### src/rtl/seg_scan_driver.sv
// Multiplexed 7-segment scan driver: per-slot dead time, PWM dimming, per-digit blink
// and frame-level snapshots so a frame never shows a mix of old and new digit values.
module seg_scan_driver #(
    parameter int NUM_DIGITS     = 8,
    parameter int SCAN_DIV       = 65536,
    parameter int DEAD_CYC       = 64,
    parameter int BLINK_DIV      = 25000000,
    parameter int BRIGHT_W       = 4,
    parameter int HEX_EN         = 0,
    parameter int SEG_ACTIVE_LOW = 1,
    parameter int SEL_ACTIVE_LOW = 1,
    localparam int CNT_W         = $clog2(NUM_DIGITS + 1)
) (
    input  logic                    clk,
    input  logic                    rst,
    input  logic                    en,
    input  logic [NUM_DIGITS*4-1:0] digits_in,
    input  logic [NUM_DIGITS-1:0]   dp_in,
    input  logic [NUM_DIGITS-1:0]   blink_mask,
    input  logic [CNT_W-1:0]        digit_count,
    input  logic [BRIGHT_W-1:0]     brightness,
    output logic [6:0]              led_segment,
    output logic                    led_dp,
    output logic [NUM_DIGITS-1:0]   dis_sel,
    output logic                    frame_start
);
    localparam int   IDX_W   = (NUM_DIGITS > 1) ? $clog2(NUM_DIGITS) : 1;
    localparam int   SLOT_W  = $clog2(SCAN_DIV);
    localparam int   BLINK_W = (BLINK_DIV > 1) ? $clog2(BLINK_DIV) : 1;
    localparam logic SEG_OFF = (SEG_ACTIVE_LOW != 0);
    localparam logic SEL_OFF = (SEL_ACTIVE_LOW != 0);

    typedef enum logic {ST_BLANK, ST_DRIVE} state_t;

    state_t                  state_q, state_d;
    logic [SLOT_W-1:0]       slot_cnt_q, slot_cnt_d;
    logic [IDX_W-1:0]        digit_idx_q, digit_idx_d;
    logic [BRIGHT_W-1:0]     pwm_cnt_q, pwm_cnt_d;
    logic [BLINK_W-1:0]      blink_cnt_q, blink_cnt_d;
    logic                    blink_phase_q, blink_phase_d;
    logic [NUM_DIGITS-1:0]   mask_prev_q;
    logic [NUM_DIGITS*4-1:0] digits_snap_q, digits_snap_d;
    logic [NUM_DIGITS-1:0]   dp_snap_q, dp_snap_d;
    logic [NUM_DIGITS-1:0]   blink_snap_q, blink_snap_d;
    logic [CNT_W-1:0]        count_snap_q, count_snap_d;
    logic [6:0]              seg_q, seg_d;
    logic                    dp_q, dp_d;
    logic [NUM_DIGITS-1:0]   sel_q, sel_d;
    logic                    fs_q, fs_d;

    logic                    slot_wrap, frame_begin, lit, pwm_on;
    logic [CNT_W-1:0]        eff_count;
    logic [3:0]              cur_val;

    function automatic logic [6:0] decode(input logic [3:0] v);
        logic [6:0] s;
        case (v)
            4'h0: s = 7'h3F;
            4'h1: s = 7'h06;
            4'h2: s = 7'h5B;
            4'h3: s = 7'h4F;
            4'h4: s = 7'h66;
            4'h5: s = 7'h6D;
            4'h6: s = 7'h7D;
            4'h7: s = 7'h07;
            4'h8: s = 7'h7F;
            4'h9: s = 7'h6F;
            4'hA: s = (HEX_EN != 0) ? 7'h77 : 7'h00;
            4'hB: s = (HEX_EN != 0) ? 7'h7C : 7'h00;
            4'hC: s = (HEX_EN != 0) ? 7'h39 : 7'h00;
            4'hD: s = (HEX_EN != 0) ? 7'h5E : 7'h00;
            4'hE: s = (HEX_EN != 0) ? 7'h79 : 7'h00;
            default: s = (HEX_EN != 0) ? 7'h71 : 7'h00;
        endcase
        return s;
    endfunction

    always_comb begin
        slot_wrap   = (slot_cnt_q == SLOT_W'(SCAN_DIV - 1));
        frame_begin = (slot_cnt_q == '0) && (digit_idx_q == '0);
        eff_count   = (digit_count == '0 || digit_count > CNT_W'(NUM_DIGITS))
                      ? CNT_W'(NUM_DIGITS) : digit_count;

        slot_cnt_d  = slot_wrap ? '0 : slot_cnt_q + 1'b1;
        digit_idx_d = digit_idx_q;
        if (slot_wrap) begin
            if (CNT_W'(digit_idx_q) == count_snap_q - CNT_W'(1))
                digit_idx_d = '0;
            else
                digit_idx_d = digit_idx_q + 1'b1;
        end
        pwm_cnt_d = pwm_cnt_q + 1'b1;

        // A freshly enabled blink starts in the visible half so the edit is seen at once.
        blink_cnt_d   = (blink_cnt_q == BLINK_W'(BLINK_DIV - 1)) ? '0 : blink_cnt_q + 1'b1;
        blink_phase_d = (blink_cnt_q == BLINK_W'(BLINK_DIV - 1)) ? ~blink_phase_q : blink_phase_q;
        if ((|blink_mask) && !(|mask_prev_q)) begin
            blink_cnt_d   = '0;
            blink_phase_d = 1'b0;
        end

        digits_snap_d = digits_snap_q;
        dp_snap_d     = dp_snap_q;
        blink_snap_d  = blink_snap_q;
        count_snap_d  = count_snap_q;
        if (frame_begin) begin
            digits_snap_d = digits_in;
            dp_snap_d     = dp_in;
            blink_snap_d  = blink_mask;
            count_snap_d  = eff_count;
        end

        state_d = state_q;
        case (state_q)
            ST_BLANK: if (slot_cnt_q == SLOT_W'(DEAD_CYC - 1)) state_d = ST_DRIVE;
            default:  if (slot_wrap) state_d = ST_BLANK;
        endcase

        pwm_on  = (pwm_cnt_q < brightness) || (&brightness);
        lit     = (state_q == ST_DRIVE) && en && pwm_on
                  && !(blink_snap_q[digit_idx_q] && blink_phase_q);
        cur_val = digits_snap_q[{digit_idx_q, 2'b00} +: 4];

        // Off level XOR lit-high pattern gives the pin polarity in one step.
        seg_d = {7{SEG_OFF}};
        dp_d  = SEG_OFF;
        sel_d = {NUM_DIGITS{SEL_OFF}};
        if (lit) begin
            seg_d = decode(cur_val) ^ {7{SEG_OFF}};
            dp_d  = dp_snap_q[digit_idx_q] ^ SEG_OFF;
            sel_d = (NUM_DIGITS'(1) << digit_idx_q) ^ {NUM_DIGITS{SEL_OFF}};
        end
        fs_d = frame_begin;
    end

    always_ff @(posedge clk) begin
        if (rst) begin
            state_q       <= ST_BLANK;
            slot_cnt_q    <= '0;
            digit_idx_q   <= '0;
            pwm_cnt_q     <= '0;
            blink_cnt_q   <= '0;
            blink_phase_q <= 1'b0;
            mask_prev_q   <= '0;
            digits_snap_q <= '0;
            dp_snap_q     <= '0;
            blink_snap_q  <= '0;
            count_snap_q  <= CNT_W'(NUM_DIGITS);
            seg_q         <= {7{SEG_OFF}};
            dp_q          <= SEG_OFF;
            sel_q         <= {NUM_DIGITS{SEL_OFF}};
            fs_q          <= 1'b0;
        end else begin
            state_q       <= state_d;
            slot_cnt_q    <= slot_cnt_d;
            digit_idx_q   <= digit_idx_d;
            pwm_cnt_q     <= pwm_cnt_d;
            blink_cnt_q   <= blink_cnt_d;
            blink_phase_q <= blink_phase_d;
            mask_prev_q   <= blink_mask;
            digits_snap_q <= digits_snap_d;
            dp_snap_q     <= dp_snap_d;
            blink_snap_q  <= blink_snap_d;
            count_snap_q  <= count_snap_d;
            seg_q         <= seg_d;
            dp_q          <= dp_d;
            sel_q         <= sel_d;
            fs_q          <= fs_d;
        end
    end

    assign led_segment = seg_q;
    assign led_dp      = dp_q;
    assign dis_sel     = sel_q;
    assign frame_start = fs_q;
endmodule
### config.mk
export PLATFORM = sky130hd
export DESIGN_NAME = seg_scan_driver
export DESIGN_NICKNAME = d
export VERILOG_FILES = /design/src/rtl/seg_scan_driver.sv
export SDC_FILE = /design/constraint.sdc
export NUM_CORES = 1
export LEC_CHECK = 0
export ABC_AREA = 1
export CAP_MARGIN = 20
export CELL_PAD_IN_SITES_DETAIL_PLACEMENT = 1
export CELL_PAD_IN_SITES_GLOBAL_PLACEMENT = 1
export CORE_ASPECT_RATIO = 0.7
export CORE_MARGIN = 1
export CORE_UTILIZATION = 44
export CTS_BUF_LIST = sky130_fd_sc_hd__clkbuf_4
export DETAILED_ROUTE_END_ITERATION = 6
export PLACE_DENSITY = 0.87
export SLEW_MARGIN = 20
export SYNTH_ARGS = -nofsm -noshare
export SYNTH_HDL_FRONTEND = slang
export SYNTH_SLANG_ARGS = --single-unit
### constraint.sdc
create_clock -name clk -period 5.8 [get_ports clk]
set_input_delay 1.45 -clock clk [delete_from_list [all_inputs] [get_ports clk]]
set_output_delay 1.45 -clock clk [all_outputs]
set_load 0.02 [all_outputs]
; Yosys cells after proc, flatten, opt, wreduce, memory -nomap -nowiden
; Memories as Yosys holds them, arrays and structs flattened.
; Index checks and enable logic that the tools add are counted.
[word_totals]
out_inout_bits = 17
in_bits = 59
rom_bits = 112
register_bits = 127
mem_count = 1
elab_cells = 65
[memory_table]
columns = name, words, word_bits, rd, rd_ports_with_merged_regs, write_ports, line_no
row1 = (no name shown), 16, 7, 1, 0, 0, 57  ; case (v)
[classes]
bitwise_logic = 5
mux = 10
shifts = 2
n_eq_ne = 4
n_reduce_logical = 20
addsub = 5
magnitude_cmp = 3
[op_table]
columns = operator, count
row1 = indexed part select 32 x 6 -> 4 bit, 1
row2 = "adder 25 x 1 -> 25 bit, second input constant", 1
row3 = "equality test 25 bit, second input constant", 1
row4 = "adder 16 x 1 -> 16 bit, second input constant", 1
row5 = "equality test 16 bit, second input constant", 1
row6 = "equality test 16 x 6 -> 1 bit, second input constant", 1
row7 = zero test 16 bit, 1
row8 = OR reduction 8 bit, 2
row9 = inverter 8 bit, 1
row10 = "left shift 1 x 3 -> 8 bit, first input constant", 1
row11 = two-way mux 7 bit, 1
row12 = inverter 7 bit, 1
row13 = binary-select mux 1 bit (select 3 bit), 2
row14 = logical AND 1 bit, 6
row15 = OR reduction 2 bit, 3
row16 = two-way mux 1 bit, 5
row17 = "adder 4 x 1 -> 4 bit, second input constant", 1
row18 = equality test 3 x 4 -> 1 bit, 1
row19 = "greater-than comparator 4 bit, second input constant", 1
row20 = zero test 4 bit, 1
row21 = "less-than comparator 3 x 4 -> 1 bit, second input constant", 1
row22 = less-than comparator 4 bit, 1
row23 = two-way mux 4 bit, 1
row24 = AND reduction 4 bit, 1
row25 = 8 further kinds, 12

; Logic depth before layout (Yosys ltp)
[depth]
depth_word = 7
depth_mapped = 14
depth_no_buf = 12

; Least setup slack after synthesis
; No wires, ideal clock.
[synth_path]
path_type = input -> register
from = in brightness[3]
to = reg sel_q[4], in the netlist dis_sel[4]
arrival_time_ns = 2.526
required_ns = 5.666
path_stages = 9
setup_slack_ns = 3.140
cell_sequence = inv_1 ha_1 a21oi_1 nand2_1 nand2_1 nand2_1 nor2_2 buf_2 nand3_1
[synth_between]
elab_chain_cells = 6
elab_cells_between_ends = 7
classes_between = order compare: 1 / bitwise: 1 / reduce/logical: 5
[synth_rtl]
columns = item, line_no
row1 = "start, declared", 21  ; input logic [BRIGHT_W-1:0] brightness,
row2 = less-than comparator 4 bit / AND reduction 4 bit (equally long branches), 119  ; pwm_on = (pwm_cnt_q < brightness) || (&brightness);
row3 = logical OR 1 bit (*), 119
row4 = logical AND 1 bit (*), 120  ; lit = (state_q == ST_DRIVE) && en && pwm_on
row5 = logical AND 1 bit (*), 121  ; && !(blink_snap_q[digit_idx_q] && blink_phase_q);
row6 = inverter 1 bit (no source line) (*), n/a
row7 = OR reduction 2 bit (no source line) (*), n/a
row8 = "end signal, assigned", 151  ; sel_q <= {NUM_DIGITS{SEL_OFF}};
row9 = "end signal, assigned", 167  ; sel_q <= sel_d;
row10 = "end, declared", 48  ; logic [NUM_DIGITS-1:0] sel_q, sel_d;
; Mark *: on every way between the ends. The rest lies on a longest branch, timed or not.
; A chain may end at the register's enable or synchronous reset.

; Worst setup path after layout
[layout_path]
from = reg digit_idx_q[1]
to = reg digits_snap_q[19]
[layout_between]
elab_chain_cells = 2
[layout_rtl]
columns = item, line_no
row1 = "start, declared", 37  ; logic [IDX_W-1:0] digit_idx_q, digit_idx_d;
row2 = "start signal, assigned", 156  ; digit_idx_q <= digit_idx_d;
row3 = zero test 3 bit, 80  ; frame_begin = (slot_cnt_q == '0) && (digit_idx_q == '0);
row4 = logical AND 1 bit, 80
row5 = "end signal, assigned", 161  ; digits_snap_q <= digits_snap_d;
row6 = "end, declared", 42  ; logic [NUM_DIGITS*4-1:0] digits_snap_q, digits_snap_d;
; Every way passes these cells.

==> metrics.md <==
| Metric | Value |
|---|---|
| Status | finished clean |
| Vias | 5720 |
| Pleak | 0.00291 µW |
| Pre-CTS WS | 2.30 ns |
| CTS H-tree depth | 4 |
| Max Fanout on Critical Path | 54 |
| Maximum vdd drop | 0.000141 V |
| Leading area contributor after synthesis | dfxtp_1 |
| Slowest CP cell | dfxtp_1 |
| Slew @ Worst Pin | 0.710 ns |
| MaxCap Viol Count | 0 |
| Cts repair resizes | 0 |
| Synth cell types | 34 |
| Vias per inst | 5.04 |
| Number of global-route vias before repair | 5649 |
| Worst skew pair latency | 0.54 ns |
| CTS Sinks | 127 |
| Antenna Cells | 0 |
| Layout cells sized above 1 | 5.47% |
| Syn nets | 951 |
| Grt ovf | 0 |
| Final hold vios | 0 |
| HP Class | flop to flop |
| GR met2 Demand/Resource | 39.1% |
| CP arrival | 3.63 ns |
| Post-DP Area | 0.00685 mm² |
| Most common cell after layout, fill and taps aside | nor2_1 |
| Max-slew headroom | 52.7% |
| Nets | 1015 |
| Post-route DRC | 0 |
| Fill cells | 1783 |
| Yosys reg bits | 127 |
| Post-Route WL | 17.1 mm |
| Fmax | 0.312 GHz |
| Die X | 142 µm |
| Most common cell on crit path | nor2_1 |
| Worst path cell trace | inv_2 > ha_1 > nand3_1 > nor2_2 > nand3_4 > clkinv_2 > nor2_1 > nor2_1 |
| Crit path kind | flop to flop |
| Wire per inst | 15.1 µm |
| P&R area growth vs syn | 17.8% |
| Pre-antenna DRT Iters | 5 |
| P per Cell Area | 257 mW/mm² |
| Die footprint | 0.0142 mm² |
| Yosys warnings | 0 |
| Final Wtd Congestion | 0.917 |
| Crit path time final | 3.21 ns |
| Critical Path End Type | flop |
| Area of the mapped netlist | 0.00606 mm² |
| GRT Resource Usage Total | 25.6% |
| Antenna violations before repair | 0 |
| CTS Buf Count | 17 |
| Fin Setup TNS | 0 ns |
| Final ANT Viol Nets | 0 |
| Iter 0 DRT Violations | 273 |
| Tot Pwr | 1830 µW |
| RSZ-0062 raised after global routing | no |
| Critical Path RT | 6.23 ns |
| Initial Util | 45.5% |
| First-pass GRT wire length | 28.0 mm |
| Max-slew violations | 0 |
| Top cells by area, synth | dfxtp_1 42%, nor2_1 12%, nand2_1 10% |
| Gate count of the mapped netlist | 873 |
| Final period utilization | 55.3% |
| Clock tree from TritonCTS | done |
| Startpoint types | flop |
| Top-area cell type share of the netlist area | 42.0% |
| Final WS setup | 2.59 ns |
| Setup Fix Bufs, Post-CTS | 0 |
| Worst-path clk slew | 0.11 ns |
| Critical path's largest stage delay | 0.79 ns |
| Maximum clock path buffer count | 2 |
| Core Rows | 35 |
| Finished Core Util | 53.6% |
| Routing usage on met3 | 7.68% |
| GR met1 Demand/Resource | 34.9% |
| Final instance area | 0.00713 mm² |
| Syn_area_per_cell | 6.94 µm² |
| Commonest non-fill, non-tap cells in the layout | 189 x nor2_1, 169 x nand2_1, 127 x dfxtp_1 |
| Busiest metal layer after global routing | met2 |
| Setup Skew | 0.0247 ns |
| Clk root buf | clkbuf_4 |
| I/O Buffers | 75 |
| Largest net degree at the start of global routing | 57 |
| Final Setup Violations | 0 |
| Die height | 100 µm |
| Sequential area share after synthesis | 42.0% |
| CTS hold repair buffers | 0 |
| Core area | 0.0133 mm² |
| Top Ports | 76 |
| HPWL Detailed | 12.3 mm |
==> metrics by stage <==
stage               hold WS [ns]  instances
finish                     0.481       1135
global route               0.509       1135
CTS                        0.482       1135
detailed placement         0.461       1103
global placement           0.436       1103
floorplan                  0.417        873
==> cells in the mapped netlist, drive strengths merged <==
library cell,number
a21oi,26
a22o,1
a31o,1
a31oi,1
a32o,1
buf,21
clkbuf,11
clkinv,1
dfxtp,127
ha,19
inv,102
nand2,174
nand3,76
nand3b,4
nand4,17
nor2,195
nor3,16
o21ai,57
o22ai,2
or2,2
xnor2,7
xor2,12
==> cells by family (layout without fill, tap and decap cells) <==
kind of cell	Yosys count	after routing	share of synthesized area (%)
AOI/OAI and AO/OA	89	89	7.69
xor gates and xnor gates	19	19	2.75
DFF	127	127	42.0
adders and majority gates	19	19	3.93
buffers and inverters	135	212	9.79
and+or+nand+nor	484	484	33.9
==> flip-flops by register name, summed over array words and instances, names as in the netlist, 4 cells and up <==
register       flops
blink_cnt_q       25
mask_prev_q        8
pwm_cnt_q          4
dis_sel            8
count_snap_q       4
blink_snap_q       8
digits_snap_q     32
dp_snap_q          8
led_segment        7
slot_cnt_q        16
==> area by class of cell <==
| type | count | area, µm² | area share, % |
|---|---|---|---|
| multi-input cells | 611 | 2920 | 40.9 |
| flip-flops and latches | 127 | 2540 | 35.6 |
| inverters | 103 | 390 | 5.47 |
| repair buffers | 77 | 766 | 10.7 |
| well taps | 185 | 231 | 3.24 |
| clock inverters | 14 | 149 | 2.09 |
| clock buffers | 18 | 135 | 1.89 |
==> path summary, 6_finish.rpt <==
| check | from | end | slack (ns) | cells after the start |
|---|---|---|---|---|
| worst min register to register | slot_cnt_q[15] | slot_cnt_q[15] | 0.48 | 2 |
| worst min-delay path | slot_cnt_q[15] | slot_cnt_q[15] | 0.48 | 2 |
| worst max-delay path | digit_idx_q[1] | digits_snap_q[19] | 2.59 | 8 |
| worst max register to register | digit_idx_q[1] | digits_snap_q[19] | 2.59 | 8 |
==> where the power goes <==
group	leakage, µW	switching (µW)	internal, µW
logic	0.00173	145	103
registers	0.00104	30.4	925
clock network	0.000141	336	294
total	0.00291	511	1320
==> critical path, delay by kind of cell (launching register included) <==
family | cells | cell delay [ns]
DFF | 1 | 0.79
and+or+nand+nor | 5 | 0.95
adders and majority gates | 1 | 0.30
buffers and inverters | 2 | 1.01
==> layer usage <==
layer	part of all wire (%)	wire length (µm)
met4	1.2	201
met5	0	0
met1	49	8450
met2	43	7380
met3	6.4	1100
Note: power is estimated with default switching activity, not from simulation.
